`src/rtl/sdram_port_arbiter.sv`:
```
// Shares one SDRAM controller port among NUM_PORTS requesters, one access at a time, round-robin.
// Define SDRAM_ARB_FIXED_PRIO_EN to give port 0 absolute priority over the round-robin ports.
module sdram_port_arbiter #(
  parameter int NUM_PORTS = 2,
  parameter int DATA_W    = 32,
  parameter int ADDR_W    = 32
) (
  input  logic                          sdram_clk,
  input  logic                          reset_n,
  input  logic [NUM_PORTS-1:0]          req_ren,
  input  logic [NUM_PORTS-1:0]          req_wen,
  input  logic [NUM_PORTS*ADDR_W-1:0]   req_addr,
  input  logic [NUM_PORTS*DATA_W-1:0]   req_wdata,
  input  logic [NUM_PORTS*DATA_W/8-1:0] req_be,
  output logic [NUM_PORTS-1:0]          req_done,
  output logic [DATA_W-1:0]             req_rdata,
  output logic                          sdram_ren,
  output logic                          sdram_wen,
  output logic [ADDR_W-1:0]             sdram_addr,
  output logic [DATA_W-1:0]             sdram_data_out,
  output logic [DATA_W/8-1:0]           sdram_byte_select_vector,
  input  logic [DATA_W-1:0]             sdram_data_in,
  input  logic                          ram_ack,
  output logic [1:0]                    dbg_state
);

  localparam int BE_W = DATA_W / 8;
  localparam int PW   = $clog2(NUM_PORTS);

  // Handshake: a requester holds ren/wen with stable addr/wdata/be until its one-cycle
  // req_done pulse; the controller answers a strobe with ram_ack, which also drops the strobe.
  typedef enum logic [1:0] {
    S_IDLE      = 2'd0,
    S_GRANT     = 2'd1,
    S_AWAIT_ACK = 2'd2,
    S_DONE      = 2'd3
  } state_t;

  state_t              state;
  logic [PW-1:0]       last_grant;
  logic [PW-1:0]       winner;
  logic [PW-1:0]       next_winner;
  logic                op_read;
  logic                ren_r;
  logic                wen_r;
  logic [NUM_PORTS-1:0] req_any;
  int                  idx;

  assign req_any = req_ren | req_wen;

  // Scanning from the farthest candidate back to the nearest lets the closest
  // requester after last_grant overwrite all others.
  always_comb begin
    next_winner = '0;
    idx         = 0;
    for (int k = NUM_PORTS; k >= 1; k--) begin
      idx = int'(last_grant) + k;
      if (idx >= NUM_PORTS) idx = idx - NUM_PORTS;
      if (req_any[idx]) next_winner = PW'(idx);
    end
`ifdef SDRAM_ARB_FIXED_PRIO_EN
    if (req_any[0]) next_winner = '0;
`endif
  end

  always_ff @(posedge sdram_clk or negedge reset_n) begin
    if (!reset_n) begin
      state                    <= S_IDLE;
      last_grant               <= PW'(NUM_PORTS - 1);
      winner                   <= '0;
      op_read                  <= 1'b0;
      ren_r                    <= 1'b0;
      wen_r                    <= 1'b0;
      req_done                 <= '0;
      req_rdata                <= '0;
      sdram_addr               <= '0;
      sdram_data_out           <= '0;
      sdram_byte_select_vector <= '0;
    end else begin
      req_done <= '0;
      case (state)
        S_IDLE: begin
          if (|req_any) begin
            winner         <= next_winner;
            last_grant     <= next_winner;
            op_read        <= req_ren[next_winner];
            sdram_addr     <= req_addr[next_winner*ADDR_W +: ADDR_W];
            sdram_data_out <= req_wdata[next_winner*DATA_W +: DATA_W];
            // Reads enable every byte lane; writes invert the active-high enables.
            if (req_ren[next_winner])
              sdram_byte_select_vector <= '0;
            else
              sdram_byte_select_vector <= ~req_be[next_winner*BE_W +: BE_W];
            state <= S_GRANT;
          end
        end
        S_GRANT: begin
          ren_r <= op_read;
          wen_r <= ~op_read;
          state <= S_AWAIT_ACK;
        end
        S_AWAIT_ACK: begin
          if (ram_ack) begin
            ren_r <= 1'b0;
            wen_r <= 1'b0;
            if (op_read) req_rdata <= sdram_data_in;
            req_done[winner] <= 1'b1;
            state <= S_DONE;
          end
        end
        S_DONE: begin
          state <= S_IDLE;
        end
        default: begin
          state <= S_IDLE;
        end
      endcase
    end
  end

  // The ack cycle already masks the strobe so the controller never sees a second request.
  assign sdram_ren = ren_r & ~ram_ack;
  assign sdram_wen = wen_r & ~ram_ack;
  assign dbg_state = state;

endmodule

```
`config.mk`:
```
export PLATFORM = sky130hd
export DESIGN_NAME = sdram_port_arbiter
export DESIGN_NICKNAME = d
export VERILOG_FILES = /design/src/rtl/sdram_port_arbiter.sv
export SDC_FILE = /design/constraint.sdc
export NUM_CORES = 1
export LEC_CHECK = 0
export CORE_MARGIN = 5
export CORE_UTILIZATION = 25
export CTS_CLUSTER_SIZE = 14
export DETAILED_ROUTE_END_ITERATION = 8
export GPL_ROUTABILITY_DRIVEN = 1
export PLACE_DENSITY = 0.56
export SKIP_LAST_GASP = 1
export SLEW_MARGIN = 30
export SYNTH_ARGS = -nofsm -noshare
export SYNTH_HDL_FRONTEND = slang
export SYNTH_SLANG_ARGS = --single-unit
```
`constraint.sdc`:
```
create_clock -name sdram_clk -period 2.55 [get_ports sdram_clk]
set_input_delay 0.255 -clock sdram_clk [delete_from_list [all_inputs] [get_ports sdram_clk]]
set_output_delay 0.255 -clock sdram_clk [all_outputs]
set_load 0.005 [all_outputs]
```
==> summary.md, run 1 <==
| Metric | Value |
|---|---|
| Status | finished, final reports clean |
| Die X | 152 um |
| Placed cell area | 8070 um^2 |
| CP Launch Type | flip-flop |
| Sequential area share after synthesis | a little over half |
| Synth Cell Area | 5040 um^2 |
| Gr ovfl total | 0 |
| Unrepaired setup endpoints after global routing | false |
| CP required | 2.82 ns |
| Relative slew slack | ~54% |
| CTS clock-pin slew for the worst setup and hold paths | 0.08 ns |
| GRT Total Usage | 15.7% |
| CTS max path bufs | 2 |
| Min Tclk post-route | 1.83 ns |
| Worst VDD drop | 0.413 mV |
| Antenna cell count | 0 |
| Gpl congestion | 0.805 |
| Worst hold path depth | 3 |
| Max cap viols | 0 |
| CTS tree | built |
| DRC | 0 |
| Synth area leader | dfrtp_1 |
| Library cells used by synthesis | 32 |
| Pin count of the biggest net entering global routing | 74 |
| Reg2reg path depth | 6 |
| Detailed placement HPWL | 13400 um |
| Total Nets Final | 937 |
| Fillers | 1964 |
| Yosys Warn Count | 0 |
| Share of cells above drive strength 1 | 9.45% |
| Setup violators final | 0 |
| Area share of the largest cell type after synthesis | 53.6% |
| Final period util | 71.9% |
| Initial Utilization | approximately 25% |
| Area of the core | ~20000 um^2 |
| Synth top area cells | dfrtp_1 54%, a31oi_1 7.9%, mux2_2 7.4% |
| Post-Syn Instances | 501 |
| Die area | 23100 um^2 |
| Antenna violations before repair | 0 |
| Total Wirelength | around 18000 um |
| Leak pwr | 3.26 nW |
| Worst-Skew Late Latency | roughly 0.35 ns |
| DRT iter0 DRCs | 211 |
| Final Slew Violations | 0 |
| Commonest non-fill, non-tap cells in the layout | 279 x clkdlybuf4s50_1, 108 x dfrtp_1, 67 x o21ai_0 |
| Final Cell Area | 8370 um^2 |
| Commonest non-fill, non-tap cell in the layout | clkdlybuf4s50_1 |
| I/O pin cnt | 281 |
| First-pass GRT wire length | about 30000 um |
| EDFF count, synth | 0 |
| Slew @ Worst Pin | around 0.7 ns |
| DRT Pass-1 Iters | 5 |
| Critical-path maximum fanout | 37 |
| Area Overhead vs Synth | 66.2% |
| Post-DR wirelength/cell | 17.8 um |
| Achievable frequency | 546 MHz |
| Max H-tree Level | 3 |
| Critical path class | reg2reg |
| Floorplan row count | 52 |
| Crit end category | flip-flop |
| Clock Sinks | 109 |
| Vias in the first global route | around 5400 |
| Power per Cell Area | roughly 1100 nW/um^2 |
| Antenna viol nets, final | 0 |
| Syn_nets | 680 |
| Synthesized area per cell | around 10 um^2 |
| Vias post-DR | 4951 |
| Synth Flop Type | dfrtp_1 |
| WP data arrival | 2.10 ns |
| Vert. Die Dim | 152 um |
| Clock root buffer | clkbuf_16 |
| Ys async rst share | 100% |
| Hold Path Class | in2reg |
| Seq cells post-synth | between 100 and 150 |
| Via density | 4.80 |
| I/O Buffers | between 200 and 300 |
| Skew final | 0.0101 ns |
| Num CTS Buffers | 9 |
| Setup TNS | 0 ns |
| Final hold violations | 0 |
-- state kept, by name (all words and copies together), names as in the netlist --
signal	count
dbg_state	2
last_grant	1
op_read	1
ren_r	1
req_done	2
req_rdata	32
sdram_addr	32
sdram_byte_select_vector	4
sdram_data_out	32
wen_r	1
winner	1
-- final timing paths --
kind	start	end	slack, ns
min in group asynchronous	reset_n	req_rdata[9]$_DFFE_PN0P_	0.50
hold reg to reg	winner$_DFFE_PN0P_	req_done[0]$_DFF_PN0_	0.46
setup / recovery	dbg_state[0]$_DFFE_PN0P_	sdram_addr[26]$_DFFE_PN0P_	0.72
setup reg to reg	dbg_state[0]$_DFFE_PN0P_	sdram_addr[26]$_DFFE_PN0P_	0.72
max in group asynchronous	reset_n	sdram_addr[16]$_DFFE_PN0P_	1.12
hold / removal	req_addr[8]	sdram_addr[8]$_DFFE_PN0P_	0.46
-- stage by stage --
| step | hold WS, ns | cells | power (mW) | utilization [%] | worst slack [ns] |
|---|---|---|---|---|---|
| global placement | 0.335 | 1016 | 7.75 | 40.3 | 0.564 |
| global route | 0.465 | 1032 | 9.94 | 41.8 | 0.499 |
| CTS | 0.442 | 1032 | 9.37 | 41.8 | 0.680 |
| finish | 0.461 | 1032 | 9.22 | 41.8 | 0.717 |
| detailed placement | 0.343 | 1016 | 7.88 | 40.3 | 0.522 |
| floorplan | -0.0406 | 501 | 5.25 | - | 0.894 |
-- per-layer routing --
metal	GRT usage, %	up-vias	share of wire, %
met2	24.7	248	46
met1	20.7	2352	43
li1	-	2324	-
met3	5.15	27	8.3
met4	4.71	0	2.4
met5	0	-	0
-- synthesized netlist by cell type, types with 5 or more instances --
| cell type | count |
|---|---|
| a21boi_0 | 5 |
| a21oi_1 | 62 |
| a31oi_1 | 64 |
| and3_1 | 6 |
| buf_2 | 19 |
| buf_6 | 7 |
| clkbuf_1 | 22 |
| dfrtp_1 | 108 |
| mux2_2 | 33 |
| nand2_1 | 8 |
| nor2_1 | 67 |
| o21ai_0 | 67 |
-- layout make-up --
class | count | area [um^2] | share of cell area [%]
clock buffer | 9 | 225 | 2.69
clock inverter | 6 | 71.3 | 0.852
inverter | 3 | 11.3 | 0.134
multi-input combinational | 340 | 2060 | 24.6
sequential | 109 | 2730 | 32.6
tap | 270 | 338 | 4.03
timing repair buffer | 295 | 2940 | 35.1
-- critical path, stage by stage (launching register included) --
cell and delay, ns:
dfrtp_1 0.42, inv_1 0.12, ha_1 0.36, o41a_2 0.22, buf_4 0.37, nor2_1 0.08, a21oi_1 0.15
-- cell families after synthesis --
| logic type | synth area share, % |
|---|---|
| buffers and inverters | 5.41 |
| AND/OR/NAND/NOR | 7.33 |
| AO/OA/AOI/OAI | 24.5 |
| flip-flops | 54.2 |
| adder cells (fa/ha/maj) | 0.993 |
| multiplexers | 7.57 |
-- where the power goes --
group          internal (mW)  switching [mW]
registers               2.63           0.478
clock network          0.769           0.671
logic                   2.64            2.04
total                   6.03            3.19
-- repair_timing --
item                                   in CTS  in global routing
setup buffers                               0                  0
endpoints found under the hold margin      48                  0
hold buffers                                1                  0
gates resized for setup                     0                  0
Note: power is estimated with default switching activity, not from simulation.
==> inputs of run 2 (changes only) <==
--- a/config.mk
+++ b/config.mk
@@ -10,7 +10,7 @@
 export CTS_CLUSTER_SIZE = 14
 export DETAILED_ROUTE_END_ITERATION = 8
 export GPL_ROUTABILITY_DRIVEN = 1
-export PLACE_DENSITY = 0.56
+export PLACE_DENSITY = 0.58
 export SKIP_LAST_GASP = 1
 export SLEW_MARGIN = 30
 export SYNTH_ARGS = -nofsm -noshare
==> constraint.sdc (replaced) <==
create_clock -name sdram_clk -period 1.6 [get_ports sdram_clk]
set_input_delay 0.16 -clock sdram_clk [delete_from_list [all_inputs] [get_ports sdram_clk]]
set_output_delay 0.16 -clock sdram_clk [all_outputs]
set_load 0.005 [all_outputs]
==> run 2 against run 1 <==
  * Final cell count up 2.7%
  * Via count up 2.4%
  * Critical path type unchanged
  * Global-route usage up 0.36 points
  * Largest cell class unchanged
  * Non-clock buffer count up 27
  * Die area unchanged
  * Sequential cell count unchanged
  * Sequential share of layout area down 2.3 points
  * Core utilization up 3.1 points
  * Cell area up 7.5%
  * Register-to-register slack worse by 0.65 ns
  * Power up 70%
  * Worst hold slack worse by 0.25 ns
==> summary.md, run 2 (same netlist as run 1, synthesis figures left out) <==
| Metric | Value |
|---|---|
| Register Area | 2730 um^2 (unchanged) |
| Leak pwr | 3.50 nW (was 3.26 nW) |
| CTS tree | built (unchanged) |
| Worst setup path startpoint | dbg_state[0]$_DFFE_PN0P_ (unchanged) |
| Power per Cell Area | 1740 nW/um^2 (was 1100 nW/um^2) |
| Critical-path maximum fanout | 10 (was 37) |
| Worst r2r src | dbg_state[0]$_DFFE_PN0P_ (unchanged) |
| Hold Path Class | in2async (was in2reg) |
| Worst R2R End | sdram_data_out[3]$_DFFE_PN0P_ (was sdram_addr[26]$_DFFE_PN0P_) |
| Dpl cells | 1042 (was 1016) |
| Vias post-DR | 5070 (was 4951) |
| Hold WS | 0.208 ns (was 0.461 ns) |
| Commonest non-fill, non-tap cell in the layout | clkdlybuf4s50_1 (unchanged) |
| Die X | 152 um (unchanged) |
| Reg2reg path depth | 8 (was 6) |
| Final Cell Area | 9000 um^2 (was 8370 um^2) |
| Post-place setup slack | -0.244 ns (was 0.522 ns) |
| Total Wirelength | 19300 um (was 18400 um) |
| DRC | 0 (unchanged) |
| Total power | 15.7 mW (was 9.22 mW) |
| Area of the multi-input gates | 2310 um^2 (was 2060 um^2) |
| Final core utilization | 44.9% (was 41.8%) |
| DRT iter0 DRCs | 208 (was 211) |
| Commonest non-fill, non-tap cells in the layout | 277 x clkdlybuf4s50_1, 108 x dfrtp_1, 67 x o21ai_0 (was 279 x clkdlybuf4s50_1, 108 x dfrtp_1, 67 x o21ai_0) |
| CP required | 1.83 ns (was 2.82 ns) |
| Floorplan row count | 52 (unchanged) |
| Via density | 4.78 (was 4.80) |
| Fillers | 1978 (was 1964) |
| Worst Slack Setup Final | 0.0708 ns (was 0.717 ns) |
| Status | finished, final reports clean (unchanged) |
| WP data arrival | 1.76 ns (was 2.10 ns) |
| Max cap viols | 0 (unchanged) |
| Antenna violations before repair | 0 (unchanged) |
| Crit end category | flip-flop (unchanged) |
| Slew @ Worst Pin | 0.392 ns (was 0.687 ns) |
| Post-route insts no fill | 1060 (was 1032) |
| Achievable frequency | 654 MHz (was 546 MHz) |
| Skew final | 0.0104 ns (was 0.0101 ns) |
| Antenna cell count | 0 (unchanged) |
| Relative slew slack | 73.6% (was 54.2%) |
| Final period util | 95.6% (was 71.9%) |
| Vert. Die Dim | 152 um (unchanged) |
| CTS max path bufs | 2 (unchanged) |
| Antenna viol nets, final | 0 (unchanged) |
| Initial Utilization | 25.1% (unchanged) |
| Area Overhead vs Synth | 78.7% (was 66.2%) |
| Pin count of the biggest net entering global routing | 56 (was 74) |
| Detailed placement HPWL | 13800 um (was 13400 um) |
| Gr ovfl total | 0 (unchanged) |
| Final Slew Violations | 0 (unchanged) |
| Critical path destination | sdram_data_out[3]$_DFFE_PN0P_ (was sdram_addr[26]$_DFFE_PN0P_) |
| Num CTS Buffers | 9 (unchanged) |
| I/O pin cnt | 281 (unchanged) |
| Gpl congestion | 0.755 (was 0.805) |
| Area of the core | 20000 um^2 (unchanged) |
| Share of cells above drive strength 1 | 16.7% (was 9.45%) |
| Post-DR wirelength/cell | 18.2 um (was 17.8 um) |
| Reg-to-reg setup timing slack | 0.07 ns (was 0.72 ns) |
| Critical path class | reg2reg (unchanged) |
| I/O Buffers | 280 (unchanged) |
| Worst-Skew Late Latency | 0.35 ns (about the same) |
| Unrepaired setup endpoints after global routing | true (was false) |
| Final hold violations | 0 (unchanged) |
| DRT Pass-1 Iters | 4 (was 5) |
| Clock Sinks | 109 (unchanged) |
| Setup TNS | 0 ns (unchanged) |
| GRT Total Usage | 16.1% (was 15.7%) |
| First-pass GRT wire length | 30100 um (about the same) |
| Min Tclk post-route | 1.53 ns (was 1.83 ns) |
| Placed cell area | 8430 um^2 (was 8070 um^2) |
| Clock root buffer | clkbuf_16 (unchanged) |
| Worst VDD drop | 0.668 mV (was 0.413 mV) |
| Max H-tree Level | 3 (unchanged) |
| Setup violators final | 0 (unchanged) |
| CP Launch Type | flip-flop (unchanged) |
| Die area | 23100 um^2 (unchanged) |
| Largest registers | req_rdata: 32 flops, sdram_addr: 32 flops, sdram_data_out: 32 flops (unchanged) |
| Vias in the first global route | 5199 (was 5389) |
| Total Nets Final | 964 (was 937) |
| CTS clock-pin slew for the worst setup and hold paths | 0.08 ns (about the same) |
## run 2: critical path: stages, from the launching register on
cell     delay [ns]
dfrtp_1        0.39
inv_2          0.08
ha_4           0.15
buf_4          0.12
o41ai_4        0.07
buf_4          0.18
buf_12         0.15
a31oi_1        0.19
a21oi_2        0.08
## run 2: how the worst min path moves through the flow
stage | slack, ns | end | from
final | 0.21 | wen_r$_DFFE_PN0P_ | reset_n
after global routing | 0.20 | req_done[0]$_DFF_PN0_ | ram_ack
after CTS | 0.19 | req_rdata[21]$_DFFE_PN0P_ | reset_n
after detailed placement | 0.01 | req_rdata[21]$_DFFE_PN0P_ | reset_n
after global placement | 0.01 | req_rdata[21]$_DFFE_PN0P_ | reset_n
after floorplan | -0.14 | dbg_state[0]$_DFFE_PN0P_ | reset_n
## run 2: what timing repair did
action / CTS / global route
setup endpoints to repair: 27 / 104
gates cloned: 0 / 1
hold endpoints to repair: 109 / 0
buffers inserted: 0 / 0
hold buffers: 1 / 0
gates resized for setup: 1 / 40
## run 2: area by class of cell
type / instances / area share, %
clock buffer: 9 / 2.50
clock inverter: 7 / 0.653
inverter: 3 / 0.125
multi-input combinational: 340 / 25.7
sequential: 109 / 30.3
tap: 270 / 3.75
timing repair buffer: 322 / 37.0
## run 2: where the power goes
part / total [mW] / switching, mW / internal [mW]
logic: 8.59 / 3.59 / 5.00
clock network: 2.19 / 1.11 / 1.08
registers: 4.91 / 0.730 / 4.18
total: 15.7 / 5.43 / 10.3
## run 2: layer usage
metal	vias up	track usage, %	routed length [um]
li1	2376	-	-
met1	2466	21.4	8580
met2	208	25.6	8980
met3	20	4.86	1410
met4	0	4.28	322
met5	-	0	0
